==> config.mk <==
export PLATFORM = sky130hd
export DESIGN_NAME = fsmc_avm_bridge
export DESIGN_NICKNAME = d
export VERILOG_FILES = /design/src/rtl/fsmc_avm_bridge.sv
export SDC_FILE = /design/constraint.sdc
export NUM_CORES = 1
export LEC_CHECK = 0
export CORE_ASPECT_RATIO = 2
export CORE_MARGIN = 2
export CORE_UTILIZATION = 50
export DETAILED_ROUTE_END_ITERATION = 10
export GPL_ROUTABILITY_DRIVEN = 0
export PLACE_DENSITY = 0.74
export SETUP_SLACK_MARGIN = 0.05
export SLEW_MARGIN = 5
export SYNTH_ARGS = -nofsm -noshare
export SYNTH_HDL_FRONTEND = slang
export SYNTH_SLANG_ARGS = --single-unit
==> constraint.sdc <==
create_clock -name avm_clk -period 3.79 [get_ports avm_clk]
set_input_delay 0.379 -clock avm_clk [delete_from_list [all_inputs] [get_ports avm_clk]]
set_output_delay 0.379 -clock avm_clk [all_outputs]
set_load 0.01 [all_outputs]
==> src/rtl/fsmc_avm_bridge.sv <==
// FSMC host port to Avalon-MM master bridge with a posted-write FIFO,
// read-after-write ordering and a per-transfer bus timeout with sticky error.
module fsmc_avm_bridge #(
  parameter int AW          = 32,
  parameter int DW          = 16,
  parameter int WFIFO_DEPTH = 4,
  parameter int TIMEOUT     = 255
) (
  input  logic                           avm_clk,
  input  logic                           avm_reset_n,
  input  logic [AW-1:0]                  addr,
  input  logic                           ncs,
  input  logic                           rd_start,
  input  logic                           wr_start,
  input  logic [DW/8-1:0]                byte_en,
  input  logic [DW-1:0]                  data_in,
  output logic [DW-1:0]                  data_out,
  output logic                           wait_out,
  output logic                           err,
  input  logic                           err_clr,
  output logic [$clog2(WFIFO_DEPTH):0]   wfifo_level,
  output logic [AW-1:0]                  avm_addr,
  output logic                           avm_rd,
  output logic                           avm_wr,
  output logic [DW-1:0]                  avm_wdata,
  output logic [DW/8-1:0]                avm_byte_en,
  input  logic [DW-1:0]                  avm_rdata,
  input  logic                           avm_rdvalid,
  input  logic                           avm_wait
);

  localparam int BEW = DW / 8;
  localparam int PW  = $clog2(WFIFO_DEPTH);
  localparam int CW  = PW + 1;
  localparam int EW  = AW + DW + BEW;
  localparam int TCW = (TIMEOUT > 1) ? $clog2(TIMEOUT + 1) : 1;
  localparam logic [TCW-1:0] T_LAST   = (TIMEOUT > 0) ? TCW'(TIMEOUT - 1) : '0;
  localparam logic [CW-1:0]  FULL_CNT = CW'(WFIFO_DEPTH);

  typedef enum logic [1:0] {H_IDLE, H_WFULL, H_READ} h_state_t;
  typedef enum logic [2:0] {M_IDLE, M_WRITE, M_DRAIN, M_READ, M_READ_DATA} m_state_t;

  h_state_t h_state_reg, h_state_next;
  m_state_t m_state_reg, m_state_next;

  // ---------------------------------------------------------------- FIFO
  logic [EW-1:0] fifo_mem [WFIFO_DEPTH];
  logic [PW-1:0] wr_ptr_reg, rd_ptr_reg;
  logic [CW-1:0] count_reg;
  logic          push, pop;
  logic [EW-1:0] push_entry, head_entry;

  assign head_entry = fifo_mem[rd_ptr_reg];

  always_ff @(posedge avm_clk) begin
    if (push) fifo_mem[wr_ptr_reg] <= push_entry;
  end

  always_ff @(posedge avm_clk or negedge avm_reset_n) begin
    if (!avm_reset_n) begin
      wr_ptr_reg <= '0;
      rd_ptr_reg <= '0;
      count_reg  <= '0;
    end else begin
      if (push) wr_ptr_reg <= wr_ptr_reg + 1'b1;
      if (pop)  rd_ptr_reg <= rd_ptr_reg + 1'b1;
      case ({push, pop})
        2'b10:   count_reg <= count_reg + 1'b1;
        2'b01:   count_reg <= count_reg - 1'b1;
        default: count_reg <= count_reg;
      endcase
    end
  end

  // ------------------------------------------------------- shared decode
  logic          rd_prev_reg, wr_prev_reg;
  logic          wr_edge, rd_edge, rd_take, rd_go, fifo_empty, space;
  logic          rd_pend_reg, read_done, wr_done, timeout_hit, in_xfer;
  logic [AW-1:0] rd_addr_reg, rd_addr_sel;
  logic [TCW-1:0] tcnt_reg;

  assign wr_edge     = wr_start & ~wr_prev_reg & ~ncs;
  assign rd_edge     = rd_start & ~rd_prev_reg & ~ncs;
  // A write edge in the same cycle wins; the read is dropped.
  assign rd_take     = (h_state_reg == H_IDLE) & rd_edge & ~wr_edge;
  assign rd_go       = rd_pend_reg | rd_take;
  assign rd_addr_sel = rd_take ? addr : rd_addr_reg;
  assign fifo_empty  = (count_reg == '0);
  assign space       = (count_reg != FULL_CNT) | pop;
  assign in_xfer     = m_state_reg inside {M_WRITE, M_READ, M_READ_DATA};
  assign timeout_hit = (TIMEOUT != 0) && in_xfer && (tcnt_reg == T_LAST);
  assign wr_done     = (m_state_reg == M_WRITE) && (!avm_wait || timeout_hit);

  // ------------------------------------------------------------ host FSM
  logic          wait_reg, wait_next, latch_pend;
  logic [EW-1:0] pend_entry_reg;

  always_ff @(posedge avm_clk or negedge avm_reset_n) begin
    if (!avm_reset_n) begin
      h_state_reg    <= H_IDLE;
      wait_reg       <= 1'b1;
      pend_entry_reg <= '0;
      rd_pend_reg    <= 1'b0;
      rd_addr_reg    <= '0;
      // Strobes held high across reset must not look like fresh requests.
      rd_prev_reg    <= 1'b1;
      wr_prev_reg    <= 1'b1;
    end else begin
      h_state_reg <= h_state_next;
      wait_reg    <= wait_next;
      rd_prev_reg <= rd_start;
      wr_prev_reg <= wr_start;
      if (latch_pend) pend_entry_reg <= {addr, data_in, byte_en};
      if (rd_take) begin
        rd_pend_reg <= 1'b1;
        rd_addr_reg <= addr;
      end else if (read_done) begin
        rd_pend_reg <= 1'b0;
      end
    end
  end

  always_comb begin
    h_state_next = h_state_reg;
    case (h_state_reg)
      H_IDLE: begin
        if (wr_edge && !space) h_state_next = H_WFULL;
        else if (rd_take)      h_state_next = H_READ;
      end
      H_WFULL: if (space)     h_state_next = H_IDLE;
      H_READ:  if (read_done) h_state_next = H_IDLE;
      default: h_state_next = H_IDLE;
    endcase
  end

  always_comb begin
    push       = 1'b0;
    push_entry = {addr, data_in, byte_en};
    wait_next  = wait_reg;
    latch_pend = 1'b0;
    case (h_state_reg)
      H_IDLE: begin
        if (wr_edge) begin
          if (space) begin
            push = 1'b1;
          end else begin
            latch_pend = 1'b1;
            wait_next  = 1'b0;
          end
        end else if (rd_take) begin
          wait_next = 1'b0;
        end
      end
      H_WFULL: begin
        push_entry = pend_entry_reg;
        if (space) begin
          push      = 1'b1;
          wait_next = 1'b1;
        end
      end
      H_READ:  if (read_done) wait_next = 1'b1;
      default: wait_next = 1'b1;
    endcase
  end

  // ---------------------------------------------------------- master FSM
  logic          avm_rd_reg, avm_rd_next, avm_wr_reg, avm_wr_next;
  logic [AW-1:0] avm_addr_reg, avm_addr_next;
  logic [DW-1:0] avm_wdata_reg, avm_wdata_next, data_out_reg, data_out_next;
  logic [BEW-1:0] avm_byte_en_reg, avm_byte_en_next;
  logic          err_reg, err_next, tcnt_clr;

  always_ff @(posedge avm_clk or negedge avm_reset_n) begin
    if (!avm_reset_n) begin
      m_state_reg     <= M_IDLE;
      avm_rd_reg      <= 1'b0;
      avm_wr_reg      <= 1'b0;
      avm_addr_reg    <= '0;
      avm_wdata_reg   <= '0;
      avm_byte_en_reg <= '0;
      data_out_reg    <= '0;
      err_reg         <= 1'b0;
      tcnt_reg        <= '0;
    end else begin
      m_state_reg     <= m_state_next;
      avm_rd_reg      <= avm_rd_next;
      avm_wr_reg      <= avm_wr_next;
      avm_addr_reg    <= avm_addr_next;
      avm_wdata_reg   <= avm_wdata_next;
      avm_byte_en_reg <= avm_byte_en_next;
      data_out_reg    <= data_out_next;
      err_reg         <= err_next;
      if (tcnt_clr)     tcnt_reg <= '0;
      else if (in_xfer) tcnt_reg <= tcnt_reg + 1'b1;
    end
  end

  // The in-flight write stays at the FIFO head until it completes, so a
  // read issues straight from M_WRITE when that head is the last entry.
  always_comb begin
    m_state_next = m_state_reg;
    case (m_state_reg)
      M_IDLE, M_DRAIN: begin
        if (!fifo_empty) m_state_next = M_WRITE;
        else if (rd_go)  m_state_next = M_READ;
        else             m_state_next = M_IDLE;
      end
      M_WRITE: begin
        if (wr_done) begin
          if (rd_go && count_reg == CW'(1)) m_state_next = M_READ;
          else if (rd_go)                   m_state_next = M_DRAIN;
          else                              m_state_next = M_IDLE;
        end
      end
      M_READ: begin
        if (timeout_hit)    m_state_next = M_IDLE;
        else if (!avm_wait) m_state_next = M_READ_DATA;
      end
      M_READ_DATA: if (timeout_hit || avm_rdvalid) m_state_next = M_IDLE;
      default: m_state_next = M_IDLE;
    endcase
  end

  always_comb begin
    pop              = 1'b0;
    read_done        = 1'b0;
    tcnt_clr         = 1'b0;
    avm_rd_next      = avm_rd_reg;
    avm_wr_next      = avm_wr_reg;
    avm_addr_next    = avm_addr_reg;
    avm_wdata_next   = avm_wdata_reg;
    avm_byte_en_next = avm_byte_en_reg;
    data_out_next    = data_out_reg;
    err_next         = err_clr ? 1'b0 : err_reg;
    if (timeout_hit) err_next = 1'b1;

    if (m_state_next == M_WRITE && m_state_reg != M_WRITE) begin
      avm_wr_next = 1'b1;
      {avm_addr_next, avm_wdata_next, avm_byte_en_next} = head_entry;
      tcnt_clr = 1'b1;
    end
    if (m_state_next == M_READ && m_state_reg != M_READ) begin
      avm_rd_next   = 1'b1;
      avm_addr_next = rd_addr_sel;
      tcnt_clr      = 1'b1;
    end

    case (m_state_reg)
      M_WRITE: begin
        if (wr_done) begin
          pop         = 1'b1;
          avm_wr_next = 1'b0;
        end
      end
      M_READ: begin
        if (timeout_hit) begin
          avm_rd_next   = 1'b0;
          data_out_next = '1;
          read_done     = 1'b1;
        end else if (!avm_wait) begin
          avm_rd_next = 1'b0;
        end
      end
      M_READ_DATA: begin
        if (timeout_hit) begin
          data_out_next = '1;
          read_done     = 1'b1;
        end else if (avm_rdvalid) begin
          data_out_next = avm_rdata;
          read_done     = 1'b1;
        end
      end
      default: ;
    endcase
  end

  assign data_out    = data_out_reg;
  assign wait_out    = wait_reg;
  assign err         = err_reg;
  assign wfifo_level = count_reg;
  assign avm_addr    = avm_addr_reg;
  assign avm_rd      = avm_rd_reg;
  assign avm_wr      = avm_wr_reg;
  assign avm_wdata   = avm_wdata_reg;
  assign avm_byte_en = avm_byte_en_reg;

endmodule

==> impl_results.md <==
* FF+latch count, synth at 375
* Status: completed
* Setup_tns at 0 ps
* Area grow syn2layout at 19.4%
* Hold depth at 1
* Worst setup EP type: flip-flop
* Crit Reg-Reg Endpoint: fifo_mem[3][30]$_DFFE_PP_
* Chip width at 127 um
* H-tree levels at 1
* Hold Vio Cnt, Final at 0
* WS Path Type: flip-flop to flip-flop
* Register-to-Register Path Depth at 7
* I/O Pins at 147
* Post-route ant nets at 0
* Pre-Repair DR Iteration Count at 4
* Worst-path clk slew at 70 ps
* Hold Crit Start: wr_start
* Total Nets Final at 1158
* Final number of setup-violating endpoints at 0
* 1st-iter DRT viols at 425
* DR vias/cell at 5.56
* Post-synth top flop: edfxtp_1
* Hold crit path type: input pin to flip-flop
* DR vias at 8147
* CTS Buf Count at 31
* Seq/Total Area, Yosys at 0.688
* Adder-cell share of the synthesized area at 0.00912
* RSZ-0062 raised after global routing: false
* CTS tree: yes
* Fin crit share at 0.783
* Leakage power at 0.00688 uW
* Max reg flops at 200
* Die area at 0.0317 mm^2
* Synth warnings at 0
* Worst skew pair latency at 570 ps
* # Post-CTS Setup Buffers at 0
* Synth Area in Simple Gates at 0.0497
* Yosys cell types at 49
* Clk buf depth at 3
* Fraction of registers with async set/reset at 0.467
* DR WL/cell at 19.9 um
* Most common cell after layout, fill and taps aside: edfxtp_1
* Fraction of synthesized area in multiplexers at 0.191
* Cells after Synth at 931
* GRT Total Usage at 0.186
* Initial antenna violation count at 0
* TritonCTS Sinks at 375
* Core area at 0.0300 mm^2
* Tmin final at 2970 ps
* R2r startpoint: tcnt_reg[0]$_DFFE_PN0P_
* Maximum vdd drop at 0.486 mV
* Most frequent cells in the layout: edfxtp_1, dfrtp_1, clkdlybuf4s50_1
* Hold buffers post-CTS at 1
* R2R Setup Slk at 820 ps
* Synthesized area at 0.0151 mm^2
* Layout cells sized above 1 at 0.233
* Clock Skew at 17.1 ps
* Hpwl dp at 18000 um
* Largest net degree at the start of global routing at 108
* Critical path arrival at 3150 ps
* Vias in the first global route at 8686
* Post-synth EDFFs at 200
* Syn Area/Cell at 16.2 um^2
* Pwr Density at 693 mW/mm^2
* Req. time, crit path at 3970 ps
* Slew Viols, Final at 0
* XOR/XNOR Fraction of Synth Area at 0.00754
* Cell Rows at 90
* DRC at 0
* Number of max-cap violations at 0
* Combinational family with the most area after synthesis: multiplexers
* Worst-Margin Slew at 1050 ps
* Synth Area in Compound Gates at 0.0313
* Hold path endpoint: wr_prev_reg$_DFF_PN1_
* Fmax at 337 MHz
* Pwr Total at 12500 uW
* Ant diodes at 0
* Final WL at 29100 um
* CTS-repair resized insts at 0
* Final WS setup at 821 ps
* First-pass GRT wire length at 46900 um
* Setup crit start kind: flip-flop
* Total global routing overflow at 0
* Root buf cell: clkbuf_16
* Port Buf Inserts at 146
* Post-synth net total at 1016
* Die Height at 250 um
* Initial core utilization at 0.504
* Slew headroom at 0.299
* Pre-CTS WS at 722 ps
* # fillers at 2203
* CP max FO at 50
==> layout make-up <==
class	instances	area, um^2	share of cell area
inverters	34	128	0.00708
clock inverters	18	235	0.0131
repair buffers	157	1560	0.0867
flip-flops and latches	375	10400	0.577
well taps	368	460	0.0256
multi-input cells	474	4400	0.244
clock buffers	39	836	0.0464
==> routing by layer <==
layer,vias up,GRT usage,part of all wire
met1,4152,0.260,0.44
met2,235,0.312,0.49
met4,0,0.0455,0.016
met5,-,0,0
li1,3726,-,-
met3,34,0.0268,0.055
==> synth_stat cells (all sizes together) (2+ instances only) <==
cell	number	area (um^2)
xnor2	8	70.1
nor3b	2	15.0
and3	2	13.8
nor2	27	101
mux4	50	1130
nand2b	5	31.3
dfrtp	172	4300
xor2	5	43.8
o21a	7	52.6
nand2	91	342
a211oi	2	15.0
dfstp	3	78.8
mux2	127	1430
ha	11	138
o21ai	32	164
nor4	17	106
clkbuf	20	75.1
nand4	4	31.3
a221oi	2	17.5
a21oi	25	133
mux2i	33	330
inv	34	128
buf	28	136
and2	6	37.5
edfxtp	200	6010
nor3	3	20.0
==> power by group <==
part	switching, uW	internal (uW)	total (uW)
clock	1440	1910	3350
sequential	630	5100	5730
combinational	1560	1840	3400
total	3630	8860	12500
==> critical path: stages, from the launching register on <==
cell and delay, ps:
dfrtp_1 420, inv_1 70, ha_1 130, and3_2 210, a21oi_2 100, or3_4 370, a311oi_4 490, and2_4 750
==> per-stage QoR <==
step	instances	util	hold slack, ps	area [um^2]
after global routing	1465	0.601	265	18000
final	1465	0.601	255	18000
after CTS	1465	0.601	238	18000
after detailed placement	1407	0.565	461	16900
after floorplan	931	-	83.4	15100
after global placement	1407	0.565	463	16900
==> how the worst max path moves through the flow <==
| stage | from | to | slack [ps] |
|---|---|---|---|
| after floorplan | tcnt_reg[0]$_DFFE_PN0P_ | fifo_mem[0][0]$_DFFE_PP_ | 490 |
| after global placement | avm_wait | fifo_mem[2][30]$_DFFE_PP_ | 780 |
| after detailed placement | avm_wait | fifo_mem[3][30]$_DFFE_PP_ | 720 |
| after CTS | tcnt_reg[0]$_DFFE_PN0P_ | fifo_mem[3][26]$_DFFE_PP_ | 790 |
| after global routing | tcnt_reg[0]$_DFFE_PN0P_ | fifo_mem[3][30]$_DFFE_PP_ | 700 |
| final | tcnt_reg[0]$_DFFE_PN0P_ | fifo_mem[3][30]$_DFFE_PP_ | 820 |
==> cells by family (layout without fill, tap and decap cells) <==
family | after synthesis | count (layout)
flip-flops | 375 | 375
AO/OA/AOI/OAI | 77 | 77
adder cells (fa/ha/maj) | 11 | 11
multiplexers | 210 | 210
AND/OR/NAND/NOR | 163 | 163
XOR/XNOR | 13 | 13
buffers and inverters | 82 | 248
Note: power is estimated with default switching activity, not from simulation.
